[src/rtl/openframe_gpio_cfg_sequencer.sv]
`default_nettype none
// ============================================================================
// openframe_gpio_cfg_sequencer
//   Shadow/active per-pad GPIO config store with staggered shadow->active apply.
//   Rev 1.0
// ============================================================================
module openframe_gpio_cfg_sequencer #(
   parameter int NUM_PADS = 44,
   parameter int IDX_W    = 6,
   parameter int STAGGER  = 4
) (
   input  logic                clk,
   input  logic                rstn_l,
   input  logic                cfg_wr_valid,
   output logic                cfg_wr_ready,
   input  logic [IDX_W-1:0]    cfg_wr_idx,
   input  logic [10:0]         cfg_wr_data,
   output logic                cfg_wr_err,
   input  logic                apply_req,
   output logic                busy,
   output logic                apply_done,
   output logic [NUM_PADS-1:0] gpio_inp_dis,
   output logic [NUM_PADS-1:0] gpio_ib_mode_sel,
   output logic [NUM_PADS-1:0] gpio_vtrip_sel,
   output logic [NUM_PADS-1:0] gpio_slow_sel,
   output logic [NUM_PADS-1:0] gpio_holdover,
   output logic [NUM_PADS-1:0] gpio_analog_en,
   output logic [NUM_PADS-1:0] gpio_analog_sel,
   output logic [NUM_PADS-1:0] gpio_analog_pol,
   output logic [NUM_PADS-1:0] gpio_dm2,
   output logic [NUM_PADS-1:0] gpio_dm1,
   output logic [NUM_PADS-1:0] gpio_dm0
);

   localparam int               CNT_W       = (STAGGER > 1) ? $clog2(STAGGER) : 1;
   localparam logic [CNT_W-1:0] CNT_LAST    = CNT_W'(STAGGER - 1);
   localparam logic [IDX_W-1:0] PIDX_LAST   = IDX_W'(NUM_PADS - 1);
   localparam logic [IDX_W:0]   NUM_PADS_EXT = (IDX_W + 1)'(NUM_PADS);
   localparam logic [10:0]      CFG_DEFAULT = 11'b000_0000_0001;

   typedef enum logic [1:0] {
      ST_IDLE  = 2'd0,
      ST_APPLY = 2'd1,
      ST_DONE  = 2'd2
   } state_t;

   state_t           state_q, state_d;
   logic [IDX_W-1:0] pidx_q, pidx_d;
   logic [CNT_W-1:0] cnt_q, cnt_d;
   logic             wr_err_q, wr_err_d;
   logic [10:0]      shadow_q [NUM_PADS];
   logic [10:0]      shadow_d [NUM_PADS];
   logic [10:0]      active_q [NUM_PADS];
   logic [10:0]      active_d [NUM_PADS];
   logic             wr_fire;
   logic             wr_in_range;

   assign cfg_wr_ready = (state_q == ST_IDLE);
   assign busy         = (state_q != ST_IDLE);
   assign apply_done   = (state_q == ST_DONE);
   assign cfg_wr_err   = wr_err_q;

   assign wr_fire     = cfg_wr_valid & cfg_wr_ready;
   assign wr_in_range = ({1'b0, cfg_wr_idx} < NUM_PADS_EXT);

   always_comb begin
      state_d  = state_q;
      pidx_d   = pidx_q;
      cnt_d    = cnt_q;
      wr_err_d = wr_fire & ~wr_in_range;
      case (state_q)
         ST_IDLE: begin
            if (apply_req) begin
               state_d = ST_APPLY;
               pidx_d  = '0;
               cnt_d   = '0;
            end
         end
         ST_APPLY: begin
            if (cnt_q == CNT_LAST) begin
               cnt_d = '0;
               if (pidx_q == PIDX_LAST) begin
                  state_d = ST_DONE;
                  pidx_d  = '0;
               end else begin
                  pidx_d = pidx_q + 1'b1;
               end
            end else begin
               cnt_d = cnt_q + 1'b1;
            end
         end
         ST_DONE: begin
            state_d = ST_IDLE;
         end
         default: begin
            state_d = ST_IDLE;
         end
      endcase
   end

   // A pad's active word is loaded only on the first cycle of its stagger slot.
   always_comb begin
      for (int i = 0; i < NUM_PADS; i++) begin
         shadow_d[i] = shadow_q[i];
         active_d[i] = active_q[i];
         if (wr_fire && wr_in_range && (cfg_wr_idx == IDX_W'(i))) begin
            shadow_d[i] = cfg_wr_data;
         end
         if ((state_q == ST_APPLY) && (cnt_q == '0) && (pidx_q == IDX_W'(i))) begin
            active_d[i] = shadow_q[i];
         end
      end
   end

   always_ff @(posedge clk or negedge rstn_l) begin
      if (!rstn_l) begin
         state_q  <= ST_IDLE;
         pidx_q   <= '0;
         cnt_q    <= '0;
         wr_err_q <= 1'b0;
         for (int i = 0; i < NUM_PADS; i++) begin
            shadow_q[i] <= CFG_DEFAULT;
            active_q[i] <= CFG_DEFAULT;
         end
      end else begin
         state_q  <= state_d;
         pidx_q   <= pidx_d;
         cnt_q    <= cnt_d;
         wr_err_q <= wr_err_d;
         for (int i = 0; i < NUM_PADS; i++) begin
            shadow_q[i] <= shadow_d[i];
            active_q[i] <= active_d[i];
         end
      end
   end

   always_comb begin
      gpio_inp_dis     = '0;
      gpio_ib_mode_sel = '0;
      gpio_vtrip_sel   = '0;
      gpio_slow_sel    = '0;
      gpio_holdover    = '0;
      gpio_analog_en   = '0;
      gpio_analog_sel  = '0;
      gpio_analog_pol  = '0;
      gpio_dm2         = '0;
      gpio_dm1         = '0;
      gpio_dm0         = '0;
      for (int i = 0; i < NUM_PADS; i++) begin
         gpio_inp_dis[i]     = active_q[i][10];
         gpio_ib_mode_sel[i] = active_q[i][9];
         gpio_vtrip_sel[i]   = active_q[i][8];
         gpio_slow_sel[i]    = active_q[i][7];
         gpio_holdover[i]    = active_q[i][6];
         gpio_analog_en[i]   = active_q[i][5];
         gpio_analog_sel[i]  = active_q[i][4];
         gpio_analog_pol[i]  = active_q[i][3];
         gpio_dm2[i]         = active_q[i][2];
         gpio_dm1[i]         = active_q[i][1];
         gpio_dm0[i]         = active_q[i][0];
      end
   end

endmodule
`default_nettype wire

[config.mk]
export PLATFORM = sky130hd
export DESIGN_NAME = openframe_gpio_cfg_sequencer
export DESIGN_NICKNAME = d
export VERILOG_FILES = /design/src/rtl/openframe_gpio_cfg_sequencer.sv
export SDC_FILE = /design/constraint.sdc
export NUM_CORES = 1
export LEC_CHECK = 0
export BUFFER_PORTS_ARGS = -buffer_cell sky130_fd_sc_hd__buf_2
export CAP_MARGIN = 20
export CORE_UTILIZATION = 40
export CTS_BUF_LIST = sky130_fd_sc_hd__clkbuf_16
export DETAILED_ROUTE_END_ITERATION = 8
export PLACE_DENSITY_LB_ADDON = 0.15
export SLEW_MARGIN = 10
export SYNTH_ARGS = -nofsm -noshare
export SYNTH_HDL_FRONTEND = slang
export SYNTH_SLANG_ARGS = --single-unit
export TNS_END_PERCENT = 5
[constraint.sdc]
create_clock -name clk -period 3 [get_ports clk]
set_input_delay 0 -clock clk [delete_from_list [all_inputs] [get_ports clk]]
set_output_delay 0 -clock clk [all_outputs]
set_load 0.05 [all_outputs]
# Word-level counts from Yosys, hierarchy flattened

Cells that the tools add are included.

Register bits: 979
Logic and storage cells: 300
Memories: 0
RAM bits: 0
ROM bits: 0
Latch bits: 0

Mux-type cells: 11
Divide/modulo/power cells: 0
Bitwise logic cells: 3
Magnitude comparators: 1
Eq/ne operators: 92
Reduce and logical (&&, ||, !) cells: 99
$mul: 0
Add/subtract/negate cells: 2
Shift-type cells: 0

Operator list:

| operator            | number |
|---|---|
| $eq 6x5->1 const B  | 32 |
| $eq 6x6->1 const B  | 24 |
| $eq 6x4->1 const B  | 16 |
| $logic_and 1x1->1   | 90 |
| $eq 6x3->1 const B  | 8 |
| $eq 6x2->1 const B  | 4 |
| $mux 6              | 3 |
| $eq 6x1->1 const B  | 2 |
| $logic_not 6->1     | 2 |
| $pmux 6 s2          | 1 |
| $mux 2              | 5 |
| $pmux 2 s2          | 2 |
| $add 6x1->6 const B | 1 |
| $lt 6x6->1 const B  | 1 |
| $reduce_and 3->1    | 2 |
| $eq 2x2->1 const B  | 2 |
| $logic_not 2->1     | 2 |
| $ne 2x2->1 const B  | 2 |
| $reduce_bool 2->1   | 2 |
| $add 2x1->2 const B | 1 |
| $and 1x1->1         | 2 |
| $eq 2x1->1 const B  | 1 |
| $ne 2x1->1 const B  | 1 |
| $reduce_and 2->1    | 1 |
| $not 1->1           | 1 |

# Longest topological paths before layout

Depth after elaboration: 4
Gate-level depth with buffers: 8
Mapped depth without buffers: 5

# Least setup slack after synthesis

OpenSTA, ideal clock, no wires.

Kind: register to register
Start point: reg state_q[0]
End point: reg shadow_q[386] in the netlist's numbering
Stages on the path, launching flop included: 6
Arrival: 1.918 ns
Data required time: 2.875 ns
Buffers on the path: 2
Path slack: 0.957 ns
Cell sequence: dfrtp_1 > or4b_1 > buf_2 > nor3b_2 > buf_2 > mux2_2

Cells in the longest elaborated chain, start to end: 4

Ends and longest elaborated chain:

| element                         | line | source |
|---|---|---|
| from (decl)                     | 47   | `state_t state_q, state_d;` |
| from (signal assigned)          | 126  | `state_q <= state_d;` |
| $logic_not 2->1                 | 58   | `assign cfg_wr_ready = (state_q == ST_IDLE);` |
| $and 1x1->1                     | 63   | `assign wr_fire = cfg_wr_valid & cfg_wr_ready;` |
| $logic_and 1x1->1 (2 in a row)  | 106  | `if (wr_fire && wr_in_range && (cfg_wr_idx == IDX_W'(i))) begin` |
| to (signal, indexed assignment) | 131  | `shadow_q[i] <= shadow_d[i];` |
| to (decl)                       | 51   | `logic [10:0] shadow_q [NUM_PADS];` |

Every way passes these cells.
A chain may end at the register's enable or synchronous reset.

# Final worst setup path

Start point: reg pidx_q[5]
End point: reg active_q, in the netlist gpio_dm2[12]

Cells in the longest elaborated chain, start to end: 2

Ends and longest elaborated chain:

| element                         | line | source |
|---|---|---|
| from (decl)                     | 48   | `logic [IDX_W-1:0] pidx_q, pidx_d;` |
| from (signal assigned)          | 127  | `pidx_q <= pidx_d;` |
| $eq 6x4->1                      | 109  | `if ((state_q == ST_APPLY) && (cnt_q == '0) && (pidx_q == IDX_W'(i))) begin` |
| $logic_and 1x1->1               | 109  |  |
| to (signal, indexed assignment) | 132  | `active_q[i] <= active_d[i];` |
| to (decl)                       | 53   | `logic [10:0] active_q [NUM_PADS];` |

Every way passes these cells.

==> flow_metrics.env <==
export IMPL_status="finished clean"
export IMPL_post_route_drc_count=0
export IMPL_synth_commonest_cells="914 x mux2_2, 891 x dfrtp_1, 88 x dfstp_2"
export IMPL_worst_pin_slew_ns=1.082
export IMPL_fin_skew_ns=0.03100
export IMPL_power_density_nw_per_um2=628.4
export IMPL_postCtsSetupRepairBufs=0
export IMPL_crit_path_top_delay_cell="nor2_1"
export IMPL_critPathKind="reg2reg"
export IMPL_synthCells=2292
export IMPL_r2r_start="pidx_q[5]"
export IMPL_antenna_found_initial=13
export IMPL_yosys_warnings=0
export IMPL_clock_sinks=979
export IMPL_hold_viol=0
export IMPL_slew_violations=0
export IMPL_worstRegToRegCells=3
export IMPL_netlist_top_cells_area="dfrtp_1 59%, mux2_2 27%, dfstp_2 6.2%, mux2_1 1.6%, buf_2 0.95%"
export IMPL_h_tree_depth=3
export IMPL_synth_fp_nets=2319
export IMPL_first_global_vias=22920
export IMPL_cts_buffers=105
export IMPL_core_um2=93190
export IMPL_min_period_over_period_pct=91.82
export IMPL_path_clk_slew_ns=0.06
export IMPL_n_fill_cell=8025
export IMPL_ios=509
export IMPL_vias_per_cell=5.106
export IMPL_portBuffers=508
export IMPL_cts_tree="built"
export IMPL_nets=2888
export IMPL_slew_headroom_pct=27.87
export IMPL_drt_iter0_markers=1050
export IMPL_cp_required_ns=3.56
export IMPL_crit_buf_inv=0
export IMPL_fp_dieW_um=308.5
export IMPL_setup_ws_ns=0.2455
export IMPL_ys_types=46
export IMPL_grt_max_degree=127
export IMPL_first_pass_iters=5
export IMPL_ys_flop_type="dfrtp_1"
export IMPL_clockBufferDepth=3
export IMPL_crit_end="gpio_dm2[12]"
export IMPL_fin_tns_setup_ns=0
export IMPL_cts_hold_buf=7
export IMPL_placementRows=112
export IMPL_clock_latency_ns=0.69
export IMPL_cap_violations=0
export IMPL_antenna_left=0
export IMPL_synth_seq_cells=979
export IMPL_dr_total_vias=21510
export IMPL_hpwl_um=71700
export IMPL_wl_per_cell_um=25.26
export IMPL_place_gp_congestion=0.8185
export IMPL_synth_top_area_share_pct=59.34
export IMPL_grt_pass1_wl_um=157000
export IMPL_syn_to_final_growth_pct=21.41
export IMPL_startpoint="pidx_q[5]"
export IMPL_startpoint_type="register"
export IMPL_initial_core_util_pct=40.32
export IMPL_synth_edf_count=0
export IMPL_peakVddDrop_uv=433.2
export IMPL_root_buffer="clkbuf_16"
export IMPL_yosysMostFrequentCell="mux2_2"
export IMPL_rsz0062_at_grt="false"
export IMPL_cp_depth=3
export IMPL_p_leak_nw=24.40
export IMPL_dieArea_um2=95170
export IMPL_period_needed_ns=2.755
export IMPL_drive_gt1_share_pct=61.21
export IMPL_grt_overflow=0
export IMPL_cp_arrival_ns=3.32
export IMPL_finalSetupViolations=0
export IMPL_seq_area_um2=24610
export IMPL_end_kind="register"
export IMPL_cts_repair_resized=0
export IMPL_yosysTopAreaCell="dfrtp_1"
export IMPL_rrSetupSlack_ns=0.25
export IMPL_fmax_mhz=363.0
export IMPL_cp_top_family="simple AND/OR/NAND/NOR gates"
export IMPL_hold_path_class="in2reg"
export IMPL_wl_um=106400
export IMPL_grt_usage_pct=22.63
export IMPL_avgSynthCellArea_um2=16.39
export IMPL_yosysSeqAreaShare_pct=65.49
export IMPL_timing_rr_end="gpio_dm2[12]"
export IMPL_multiInputGateArea_um2=12330
export IMPL_die_h_um=308.5
export IMPL_dpl_worst_slack_ns=0.2404
export IMPL_cp_cell_sequence="nor2_1, nand3_1, mux2_2"
export IMPL_synth_area_um2=37570
export IMPL_max_stage_delay_ns=0.83
export IMPL_cp_max_fo=13
export IMPL_synth_async_sr_flop_share_pct=100.0
-- cell families (layout without fill, tap and decap cells) --
family                   after synthesis  after routing  share of synthesized area (%)
AND/OR/NAND/NOR                      153            153                          2.934
flip-flops                           979            979                          65.49
adder cells (fa/ha/maj)                6              6                         0.1998
buffers and inverters                165            827                          1.995
multiplexers                         969            969                          29.04
AO/OA/AOI/OAI                         20             20                         0.3430
other                                  0              4                              0
-- power by group --
group          internal [mW]  total, mW  switching, mW  leakage, nW
registers               13.6       13.9          0.276         13.3
clock network           7.47       12.8           5.37         1.76
logic                  0.615       1.97           1.35         9.33
total                   21.7       28.7           7.00         24.4
-- worst register-to-register path, delay by kind of cell, from the launching register on --
| kind | cells | cell delay (ns) |
|---|---|---|
| simple gates | 2 | 1.61 |
| flops | 1 | 0.49 |
| mux | 1 | 0.51 |
-- through the flow --
step                      std cells  power (mW)  hold WS [ns]  utilization, %  cell area (µm²)
after floorplan                2292       15.08       -0.2956               -            37570
after global placement         3999       15.99       0.04732           45.14            42060
after detailed placement       3999       16.06       0.05392           45.15            42070
after CTS                      4206       29.03      0.003158           48.91            45580
after global routing           4209       29.78       0.06215           48.95            45610
final                          4212       28.67       0.04645           48.95            45620
-- layout make-up --
class,count,area share (%)
Multi-Input combinational cell,1148,27.02
Timing Repair Buffer,621,8.030
Tap cell,1254,3.439
Sequential cell,979,53.94
Inverter,6,0.04937
Clock inverter,95,1.739
Antenna cell,4,0.02194
Clock buffer,105,5.760
-- state kept, by name, indices dropped and copies added, names as in the netlist, 2 cells and up --
name / cells
gpio_analog_pol: 44
shadow_q: 484
gpio_ib_mode_sel: 44
gpio_inp_dis: 44
gpio_slow_sel: 44
pidx_q: 6
state_q: 2
gpio_analog_sel: 44
gpio_dm2: 44
gpio_vtrip_sel: 44
gpio_holdover: 44
gpio_analog_en: 44
gpio_dm1: 44
cnt_q: 2
gpio_dm0: 44
-- placed cells by master, fill, tap and decap left out, drive strengths merged, types with 2 or more instances in the layout --
| cell type | count |
|---|---|
| a22o | 2 |
| and3 | 6 |
| and4b | 3 |
| buf | 614 |
| bufinv | 13 |
| clkbuf | 105 |
| clkinv | 51 |
| clkinvlp | 4 |
| dfrtp | 891 |
| dfstp | 88 |
| diode | 4 |
| dlygate4sd3 | 7 |
| ha | 6 |
| inv | 33 |
| mux2 | 968 |
| nand2 | 4 |
| nand2b | 8 |
| nand3 | 43 |
| nand3b | 8 |
| nand4 | 4 |
| nand4b | 2 |
| nor2 | 5 |
| nor2b | 6 |
| nor3 | 22 |
| nor3b | 17 |
| nor4 | 5 |
| nor4b | 6 |
| nor4bb | 5 |
| o21ai | 8 |
| o21bai | 2 |
| o31ai | 2 |
| or4 | 6 |
-- per-layer routing --
metal / routed length [µm] / vias up / track usage [%]
met3: 6718 / 133 / 5.813
li1: - / 9304 / -
met1: 45030 / 11530 / 29.33
met2: 52580 / 535 / 37.65
met4: 1999 / 10 / 5.843
met5: 64 / - / 0
-- how the worst min path moves through the flow --
| stage | from | to | cells after the start |
|---|---|---|---|
| 2_1_floorplan | rstn_l | cfg_wr_err | 0 |
| 3_3_place_gp | rstn_l | gpio_dm2[43] | 1 |
| 3_5_place_dp | rstn_l | gpio_dm2[43] | 1 |
| 4_1_cts | cfg_wr_idx[0] | shadow_q[167] | 3 |
| 5_1_grt | cfg_wr_idx[5] | cfg_wr_err | 3 |
| 6_report | cfg_wr_idx[0] | shadow_q[175] | 3 |
No activity file was read; power rests on OpenSTA's default activity.
